$ cat config.mk
export PLATFORM = sky130hd
export DESIGN_NAME = modmul_fermat_pipe
export DESIGN_NICKNAME = d
export VERILOG_FILES = /design/src/rtl/modmul_fermat_pipe.sv
export SDC_FILE = /design/constraint.sdc
export NUM_CORES = 1
export LEC_CHECK = 0
export CAP_MARGIN = 20
export CORE_MARGIN = 1.5
export CORE_UTILIZATION = 50
export CTS_CLUSTER_SIZE = 12
export DETAILED_ROUTE_END_ITERATION = 16
export PLACE_DENSITY = 0.68
export SLEW_MARGIN = 20
export SYNTH_ARGS = -nofsm -noshare
export SYNTH_HDL_FRONTEND = slang
export SYNTH_SLANG_ARGS = --single-unit
export TNS_END_PERCENT = 20
$ cat constraint.sdc
create_clock -name clk -period 12.4 [get_ports clk]
set_input_delay 2.48 -clock clk [delete_from_list [all_inputs] [get_ports clk]]
set_output_delay 2.48 -clock clk [all_outputs]
set_load 0.02 [all_outputs]
$ cat src/rtl/modmul_fermat_pipe.sv
// Modular multiplier for the Fermat-style modulus Q = 2^K + 1 (K = LOGQ-1).
// Three-stage pipeline: full product, one signed fold using 2^K = -1 (mod Q),
// then a final correction into 0..Q-1 with optional negation.
// A single global advance enable gives valid/ready flow control.
module modmul_fermat_pipe #(
    parameter int LOGQ = 17,
    parameter int TAGW = 4
) (
    input  logic            clk,
    input  logic            rst,
    input  logic            in_valid,
    output logic            in_ready,
    input  logic [LOGQ-1:0] in_a,
    input  logic [LOGQ-1:0] in_b,
    input  logic            in_op,
    input  logic [TAGW-1:0] in_tag,
    output logic            out_valid,
    input  logic            out_ready,
    output logic [LOGQ-1:0] out_data,
    output logic [TAGW-1:0] out_tag
);

    localparam int K  = LOGQ - 1;
    localparam int PW = 2 * LOGQ;        // full product width, holds Q*Q
    localparam int HW = PW - K;          // width of the high product part
    localparam int TW = HW + 1;          // signed fold width: lo - hi never overflows

    localparam logic signed [TW-1:0] Q_S = TW'((64'd1 << K) + 64'd1);
    localparam logic [LOGQ-1:0]      Q_U = LOGQ'((64'd1 << K) + 64'd1);

    // Bring the signed fold into 0..Q-1. For legal operands the fold lies in
    // [-Q, Q-2], so one add suffices; the extra steps only bound illegal input.
    function automatic logic [LOGQ-1:0] fold_correct(input logic signed [TW-1:0] t);
        logic signed [TW-1:0] r;
        r = t;
        if (r < 0)
            r = r + Q_S;
        if (r < 0)
            r = r + Q_S;
        if (r >= Q_S)
            r = r - Q_S;
        return r[LOGQ-1:0];
    endfunction

    // Modular negation of a reduced value; zero stays zero so Q never appears.
    function automatic logic [LOGQ-1:0] negate_mod(input logic [LOGQ-1:0] r,
                                                   input logic            neg);
        if (neg && (r != '0))
            return Q_U - r;
        return r;
    endfunction

    logic en;

    logic [PW-1:0]        prod_p0;
    logic                 op_p0;
    logic [TAGW-1:0]      tag_p0;
    logic                 vld_p0;

    logic signed [TW-1:0] fold_p1;
    logic                 op_p1;
    logic [TAGW-1:0]      tag_p1;
    logic                 vld_p1;

    logic [LOGQ-1:0]      data_p2;
    logic [TAGW-1:0]      tag_p2;
    logic                 vld_p2;

    logic [PW-1:0]        prod_next;
    logic signed [TW-1:0] lo_s;
    logic signed [TW-1:0] hi_s;
    logic signed [TW-1:0] fold_next;

    assign en        = ~vld_p2 | out_ready;
    assign in_ready  = en;
    assign out_valid = vld_p2;
    assign out_data  = data_p2;
    assign out_tag   = tag_p2;

    // Product and first-fold arithmetic feeding the S1 and S2 registers.
    always_comb begin
        prod_next = PW'(in_a) * PW'(in_b);
        lo_s      = signed'({{(TW-K){1'b0}}, prod_p0[K-1:0]});
        hi_s      = signed'({1'b0, prod_p0[PW-1:K]});
        fold_next = lo_s - hi_s;
    end

    // Valid bits advance together under the global enable; reset flushes them.
    always_ff @(posedge clk) begin
        if (rst) begin
            vld_p0 <= 1'b0;
            vld_p1 <= 1'b0;
            vld_p2 <= 1'b0;
        end else if (en) begin
            vld_p0 <= in_valid;
            vld_p1 <= vld_p0;
            vld_p2 <= vld_p1;
        end
    end

    // S1/S2 datapath registers; contents are ignored while their valid is low.
    always_ff @(posedge clk) begin
        if (en) begin
            prod_p0 <= prod_next;
            op_p0   <= in_op;
            tag_p0  <= in_tag;
            fold_p1 <= fold_next;
            op_p1   <= op_p0;
            tag_p1  <= tag_p0;
        end
    end

    // S3 output register: corrected, optionally negated result with its tag.
    always_ff @(posedge clk) begin
        if (rst) begin
            data_p2 <= '0;
            tag_p2  <= '0;
        end else if (en) begin
            data_p2 <= negate_mod(fold_correct(fold_p1), op_p1);
            tag_p2  <= tag_p1;
        end
    end

endmodule

# After elaboration in Yosys (flattened, before gate mapping)
# Cells that the tools add are included.
[totals] register_bits=87
[classes] add_sub_neg=5 multipliers=1 n_lt_le_gt_ge=3 n_mux=14 n_bitwise=2 reduce_logical=2
[ops] cell="$mux 19" n=6
[ops] cell="$mux 17" n=5
[ops] cell="$add 19x18->19 const B" n=2
[ops] cell="$lt 19x1->1 const B" n=2
[ops] cell="$mul 17x17->34" n=1
[ops] cell="$ge 19x18->1 const B" n=1
[ops] cell="$sub 16x18->19" n=1
[ops] cell="$reduce_bool 17->1" n=1
[ops] cell="$sub 17x17->17 const A" n=1
[ops] cell="$sub 17x17->17 const B" n=1
[ops] cell="$mux 1" n=3
[ops] cell="$logic_and 1x1->1" n=1
[ops] cell="$not 1->1" n=1
[ops] cell="$or 1x1->1" n=1

# Depth between registers and ports, before layout
# Gate-level depths: netlist of run 1.
[depth] ltp_word=18 depth_mapped=29 mapped_depth_nobuf=28

# Worst setup path before layout of run 1
# OpenSTA, ideal clock, no wires.
[synth_path] path_type="input-to-reg" from="input in_a[11]" to="register prod_p0[33], data pin" arrival_ns=9.105 required_ns=12.141 path_slack_ns=3.036 stages=24 n_path_buf=2 cell_sequence="clkbuf_1 > clkbuf_1 > nand2_1 > fa_1 > inv_1 > fa_1 > inv_1 > fa_1 > fa_1 > inv_1 > fa_1 > fa_1 > ha_1 > or3_1 > a211o_1 > and3_1 > or3_1 > a31oi_1 > o21ai_0 > a2111oi_0 > nor3_1 > a211oi_1 > a21oi_1 > xnor2_1"
[synth_between] elab_chain_cells=1
[synth_rtl] element="from (decl)" line="13" rtl="input logic [LOGQ-1:0] in_a,"
[synth_rtl] element="$mul 17x17->34" line="82" rtl="prod_next = PW'(in_a) * PW'(in_b);"
[synth_rtl] element="named net prod_next[33]" line="69" rtl="logic [PW-1:0] prod_next;"
[synth_rtl] element="to (signal assigned)" line="104" rtl="prod_p0 <= prod_next;"
[synth_rtl] element="to (decl)" line="55" rtl="logic [PW-1:0] prod_p0;"
# The timed path passes the listed nets, and every way through them passes these cells.
# A chain may end at the register's enable or synchronous reset.

# Final worst setup path of run 1
[layout_path] from="input in_a[12]" to="register prod_p0[33], data pin"
# Same word-level chain as after synthesis.

==> results of run 1 <==
==> through the flow <==
stage	setup slack (ns)	area [um2]
floorplan	3.04	15200
global placement	2.10	16100
detailed placement	1.96	16100
CTS	2.35	16400
global route	1.96	16400
finish	2.28	16400
==> cells by family (layout without fill, tap and decap cells) <==
group | count (synthesis) | count (layout) | share of synthesized area (%)
AO/OA/AOI/OAI | 199 | 199 | 9.02
XOR/XNOR | 77 | 77 | 4.53
adder cells (fa/ha/maj) | 354 | 354 | 40.2
buffers and inverters | 402 | 420 | 10.1
flip-flops | 87 | 87 | 15.6
multiplexers | 6 | 6 | 0.403
AND/OR/NAND/NOR | 620 | 620 | 20.2
==> routing by layer <==
layer  wire length [um]  track usage [%]  vias up
met1              16100             31.6     5806
li1                   -                -     5565
met5                  0                0        -
met4                956             7.81        0
met3               1960             2.78       51
met2              17000             40.4      382
==> worst paths after layout <==
| path | startpoint | endpoint | slack (ns) | cells after the start |
|---|---|---|---|---|
| min | tag_p0[3]$_DFFE_PP_ | tag_p1[3]$_DFFE_PP_ | 0.42 | 0 |
| max | in_a[12] | prod_p0[33]$_DFFE_PP_ | 2.28 | 23 |
| min reg2reg | tag_p0[3]$_DFFE_PP_ | tag_p1[3]$_DFFE_PP_ | 0.42 | 0 |
| max reg2reg | fold_p1[0]$_DFFE_PP_ | out_data[7]$_SDFFE_PP0P_ | 5.92 | 16 |
==> cells in the final DEF, fill, tap and decap left out, types with 8 or more instances in the layout <==
cell type and instances:
edfxtp_1 63, xnor2_1 54, nand4_1 14, or3_1 8, nand3_1 28, a211oi_1 18
clkbuf_16 9, xor2_1 21, and3_1 19, nor3_1 30, ha_1 129, a31oi_1 12
nor2_1 98, nand2_1 262, fa_1 225, clkdlybuf4s50_1 65, dfxtp_1 24, a21oi_1 42
a21boi_0 16, a21o_1 11, and2_1 103, inv_1 334, o21ai_0 36
==> worst max-delay path: stages <==
cell             delay [ns]
clkdlybuf4s50_1        0.89
nand2_1                0.17
fa_1                   0.57
inv_1                  0.06
fa_1                   0.52
inv_1                  0.05
fa_1                   0.49
fa_1                   0.54
inv_1                  0.05
fa_1                   0.50
fa_1                   0.49
ha_1                   0.26
or3_1                  0.38
a211o_1                0.28
and3_1                 0.17
or3_1                  0.39
a31oi_1                0.35
o21ai_0                0.30
a2111oi_0              0.49
nor3_1                 0.14
a211oi_1               0.36
a21oi_1                0.14
xnor2_1                0.15
==> sequential cells by signal (all words and copies together), names as in the netlist <==
name / cells
vld_p0: 1
fold_p1: 19
tag_p0: 4
out_tag: 4
vld_p1: 1
tag_p1: 4
op_p1: 1
out_data: 17
prod_p0: 34
op_p0: 1
out_valid: 1
==> area by class of cell <==
class | instances | area, um2 | share of cell area (%)
timing repair buffer | 68 | 673 | 4.10
sequential | 87 | 2370 | 14.5
multi-input combinational | 1256 | 11300 | 68.9
clock buffer | 9 | 225 | 1.37
tap | 390 | 488 | 2.97
clock inverter | 7 | 75.1 | 0.458
inverter | 336 | 1260 | 7.70
==> results.sh, run 1 <==
export IMPL_grt_usage_pct=23.8
export IMPL_worst_pin_slew_ns=1.05
export IMPL_cts_buffer_depth=2
export IMPL_drt_initial_drc_count=746
export IMPL_synth_edf_count=63
export IMPL_cts_sinks=87
export IMPL_grt_pass1_vias=11800
export IMPL_chipWidth_um=177
export IMPL_hpwl_um=29000
export IMPL_instances_no_fill=2153
export IMPL_hold_violations=0
export IMPL_critPathRequiredTime_ns=12.49
export IMPL_cp_max_fo=17
export IMPL_hold_buffers=0
export IMPL_vias_per_cell=5.48
export IMPL_antenna_found_initial=0
export IMPL_wirelength_um=36100
export IMPL_grt_ovfl_total=0
export IMPL_avgSynthCellArea_um2=8.72
export IMPL_wire_per_inst_um=16.7
export IMPL_dieArea_um2=31500
export IMPL_yosysWarnings=0
export IMPL_hold_slack_ns=0.417
export IMPL_synth_common_cells="inv_1 (335), nand2_1 (262), fa_1 (225)"
export IMPL_grt_pass1_wl_um=58900
export IMPL_dp_cells=2137
export IMPL_gp_congestion=0.893
export IMPL_syn_inst=1745
export IMPL_num_nets_final=2155
export IMPL_ctsResizeCount=0
export IMPL_io_buffers=65
export IMPL_drc_errors=0
export IMPL_syn_nets=2142
export IMPL_crit_type="input port to register"
export IMPL_numCtsBuffers=9
export IMPL_grt_max_degree=90
export IMPL_cts_root_buffer="clkbuf_16"
export IMPL_htreeDepth=3
export IMPL_maxSlewViolCount=0
export IMPL_status="completed"
export IMPL_ys_flop_type="edfxtp_1"
export IMPL_dr_pass1_iters=5
export IMPL_yosysMostFrequentCell="inv_1"
export IMPL_rows=63
export IMPL_synth_top_area_share_pct=29.6
export IMPL_vias=11800
export IMPL_yosysTopAreaCell="fa_1"
export IMPL_pin_count=66
export IMPL_arrival_ns=10.21
export IMPL_netlist_top_cells_area="fa_1 (30%), edfxtp_1 (12%), ha_1 (11%)"
export IMPL_antenna_cells=0
export IMPL_syn_cell_area_um2=15200
export IMPL_hold_path_class="register to register"
export IMPL_startpoint_type="input port"
export IMPL_cap_viol_max_count=0
export IMPL_die_h_um=177
export IMPL_syn2layout_area_growth_pct=7.82
export IMPL_async_flop_share_pct=0
export IMPL_cts_tree="built"
export IMPL_fill_cells=2713
export IMPL_cts_setup_buffers=0
export IMPL_post_route_util_pct=55.1
export IMPL_setup_violations=0
export IMPL_fin_setup_tns_ns=0
export IMPL_path_clk_slew_ns=0.07
export IMPL_min_period_ns=10.12
export IMPL_final_period_utilization_pct=81.6
export IMPL_initial_core_util_pct=51.1
export IMPL_skew_ns=0.00601
export IMPL_core_um2=29800
export IMPL_drive_above_1_share_pct=3.01
export IMPL_clk_latency_ns=0.34
export IMPL_fmax_mhz=98.8
export IMPL_synth_cell_type_count=89
export IMPL_cp_end_kind="register"
export IMPL_ant_nets=0
export IMPL_relSlewSlack_pct=30.1
export IMPL_ys_ff_latch=87
export IMPL_seq_area_frac_synth_pct=15.6
export IMPL_rsz0062_at_grt="no"
Power of run 1 is not shown: default switching activity piles up to over one toggle a cycle in this logic, so the estimate is an artifact.
==> run 2, diff against run 1 <==
==> constraint.sdc (replaced) <==
create_clock -name clk -period 9.4 [get_ports clk]
set_input_delay 1.88 -clock clk [delete_from_list [all_inputs] [get_ports clk]]
set_output_delay 1.88 -clock clk [all_outputs]
set_load 0.02 [all_outputs]
==> run 2 against run 1 <==
Die area unchanged; worst setup slack worse by 1.8 ns; register-to-register slack worse by 3.1 ns; worst hold slack worse by 0.00076 ns; global-route usage down 0.52 points; highest routed layer unchanged.
==> results.sh, run 2 (same netlist as run 1, synthesis figures left out) <==
export IMPL_status="completed"
export IMPL_place_area_um2=16400
export IMPL_rsz0062_at_grt="no"
export IMPL_antenna_cells=0
export IMPL_gr_usage_met2_pct=40.7
export IMPL_cts_buffer_depth=2
export IMPL_ant_nets=0
export IMPL_cp_max_fo=9
export IMPL_worst_pin_slew_ns=1.05
export IMPL_hold_path_class="register to register"
export IMPL_relSlewSlack_pct=30.3
export IMPL_grt_pass1_wl_um=58400
export IMPL_cap_viol_max_count=0
export IMPL_drt_initial_drc_count=811
export IMPL_cts_tree="built"
export IMPL_cp_end_kind="register"
export IMPL_num_nets_final=2200
export IMPL_multi_input_area_um2=11300
export IMPL_hold_buffers=0
export IMPL_io_buffers=65
export IMPL_hpwl_um=29700
export IMPL_gp_congestion=0.898
export IMPL_startpoint_type="input port"
export IMPL_rows=63
export IMPL_vias=11800
export IMPL_drive_above_1_share_pct=5.48
export IMPL_core_um2=29800
export IMPL_final_period_utilization_pct=94.8
export IMPL_fin_setup_tns_ns=0
export IMPL_largest_reg_flops=34
export IMPL_regMostFlops="prod_p0"
export IMPL_cts_root_buffer="clkbuf_16"
export IMPL_die_h_um=177
export IMPL_maxSlewViolCount=0
export IMPL_grt_pass1_vias=12000
export IMPL_fill_cells=2711
export IMPL_ctsResizeCount=0
export IMPL_met3_usage_pct=1.84
export IMPL_seq_area_um2=2370
export IMPL_clk_latency_ns=0.35
export IMPL_wirelength_um=34900
export IMPL_chipWidth_um=177
export IMPL_grt_ovfl_total=0
export IMPL_htreeDepth=3
export IMPL_wire_per_inst_um=15.9
export IMPL_pin_count=66
export IMPL_fmax_mhz=112
export IMPL_setup_violations=0
export IMPL_drc_errors=0
export IMPL_skew_ns=0.0104
export IMPL_grt_busiest_layer="met2"
export IMPL_grt_usage_pct=23.3
export IMPL_hold_violations=0
export IMPL_dieArea_um2=31500
export IMPL_final_common_cell="inv_1"
export IMPL_initial_core_util_pct=51.1
export IMPL_finalInstanceArea_um2=16700
export IMPL_cts_sinks=87
export IMPL_grtUsageMet1_pct=31.0
export IMPL_vias_per_cell=5.38
export IMPL_dr_pass1_iters=5
export IMPL_syn2layout_area_growth_pct=10.1
export IMPL_cts_setup_buffers=0
export IMPL_path_clk_slew_ns=0.07
export IMPL_crit_type="input port to register"
export IMPL_arrival_ns=9.01
export IMPL_antenna_found_initial=0
export IMPL_numCtsBuffers=9
export IMPL_min_period_ns=8.91
export IMPL_final_cell_mix="inv_1 (334), nand2_1 (262), fa_1 (225)"
export IMPL_grt_max_degree=90
export IMPL_critPathRequiredTime_ns=9.50
-- run 2: worst paths after layout --
| check | start | depth (start not counted) | slack (ns) | to |
|---|---|---|---|---|
| max | in_b[3] | 23 | 0.49 | prod_p0[33]$_DFFE_PP_ |
| min | tag_p0[3]$_DFFE_PP_ | 0 | 0.42 | tag_p1[3]$_DFFE_PP_ |
| max reg2reg | fold_p1[0]$_DFFE_PP_ | 16 | 2.86 | out_data[7]$_SDFFE_PP0P_ |
| min reg2reg | tag_p0[3]$_DFFE_PP_ | 0 | 0.42 | tag_p1[3]$_DFFE_PP_ |
-- run 2: through the flow --
step / worst slack, ns / hold WS, ns / cells / util (%)
4_1_cts: 0.467 / 0.420 / 2198 / 56.2
3_3_place_gp: 0.232 / 0.404 / 2182 / 55.2
5_1_grt: 0.0686 / 0.425 / 2198 / 56.2
2_1_floorplan: 0.636 / 0.400 / 1745 / -
3_5_place_dp: 0.0724 / 0.405 / 2182 / 55.2
6_report: 0.490 / 0.416 / 2198 / 56.2
-- run 2: final cells by class --
cell class,instances,area share [%]
multi-input cells,1256,67.6
inverters,336,7.54
clock buffers,9,1.34
flip-flops and latches,87,14.2
clock inverters,7,0.441
well taps,390,2.91
repair buffers,113,6.04
-- run 2: critical path, stage by stage --
cell and delay [ns]:
clkdlybuf4s50_1 0.65, nand2_1 0.12, fa_1 0.51, inv_1 0.06
fa_1 0.52, inv_1 0.05, fa_1 0.51, fa_1 0.56
inv_1 0.06, fa_1 0.50, fa_1 0.49, ha_1 0.26
or3_1 0.38, a211o_1 0.28, and3_1 0.17, or3_1 0.38
a31oi_1 0.22, o21ai_0 0.20, a2111oi_1 0.46, nor3_1 0.15
a211oi_1 0.32, a21oi_1 0.13, xnor2_1 0.14
-- run 2: routing by layer --
| metal | vias up | routed length (um) |
|---|---|---|
| met2 | 317 | 16800 |
| met5 | - | 0 |
| li1 | 5658 | - |
| met4 | 0 | 873 |
| met1 | 5806 | 15600 |
| met3 | 51 | 1570 |
Power of run 2 is left out for the same reason.
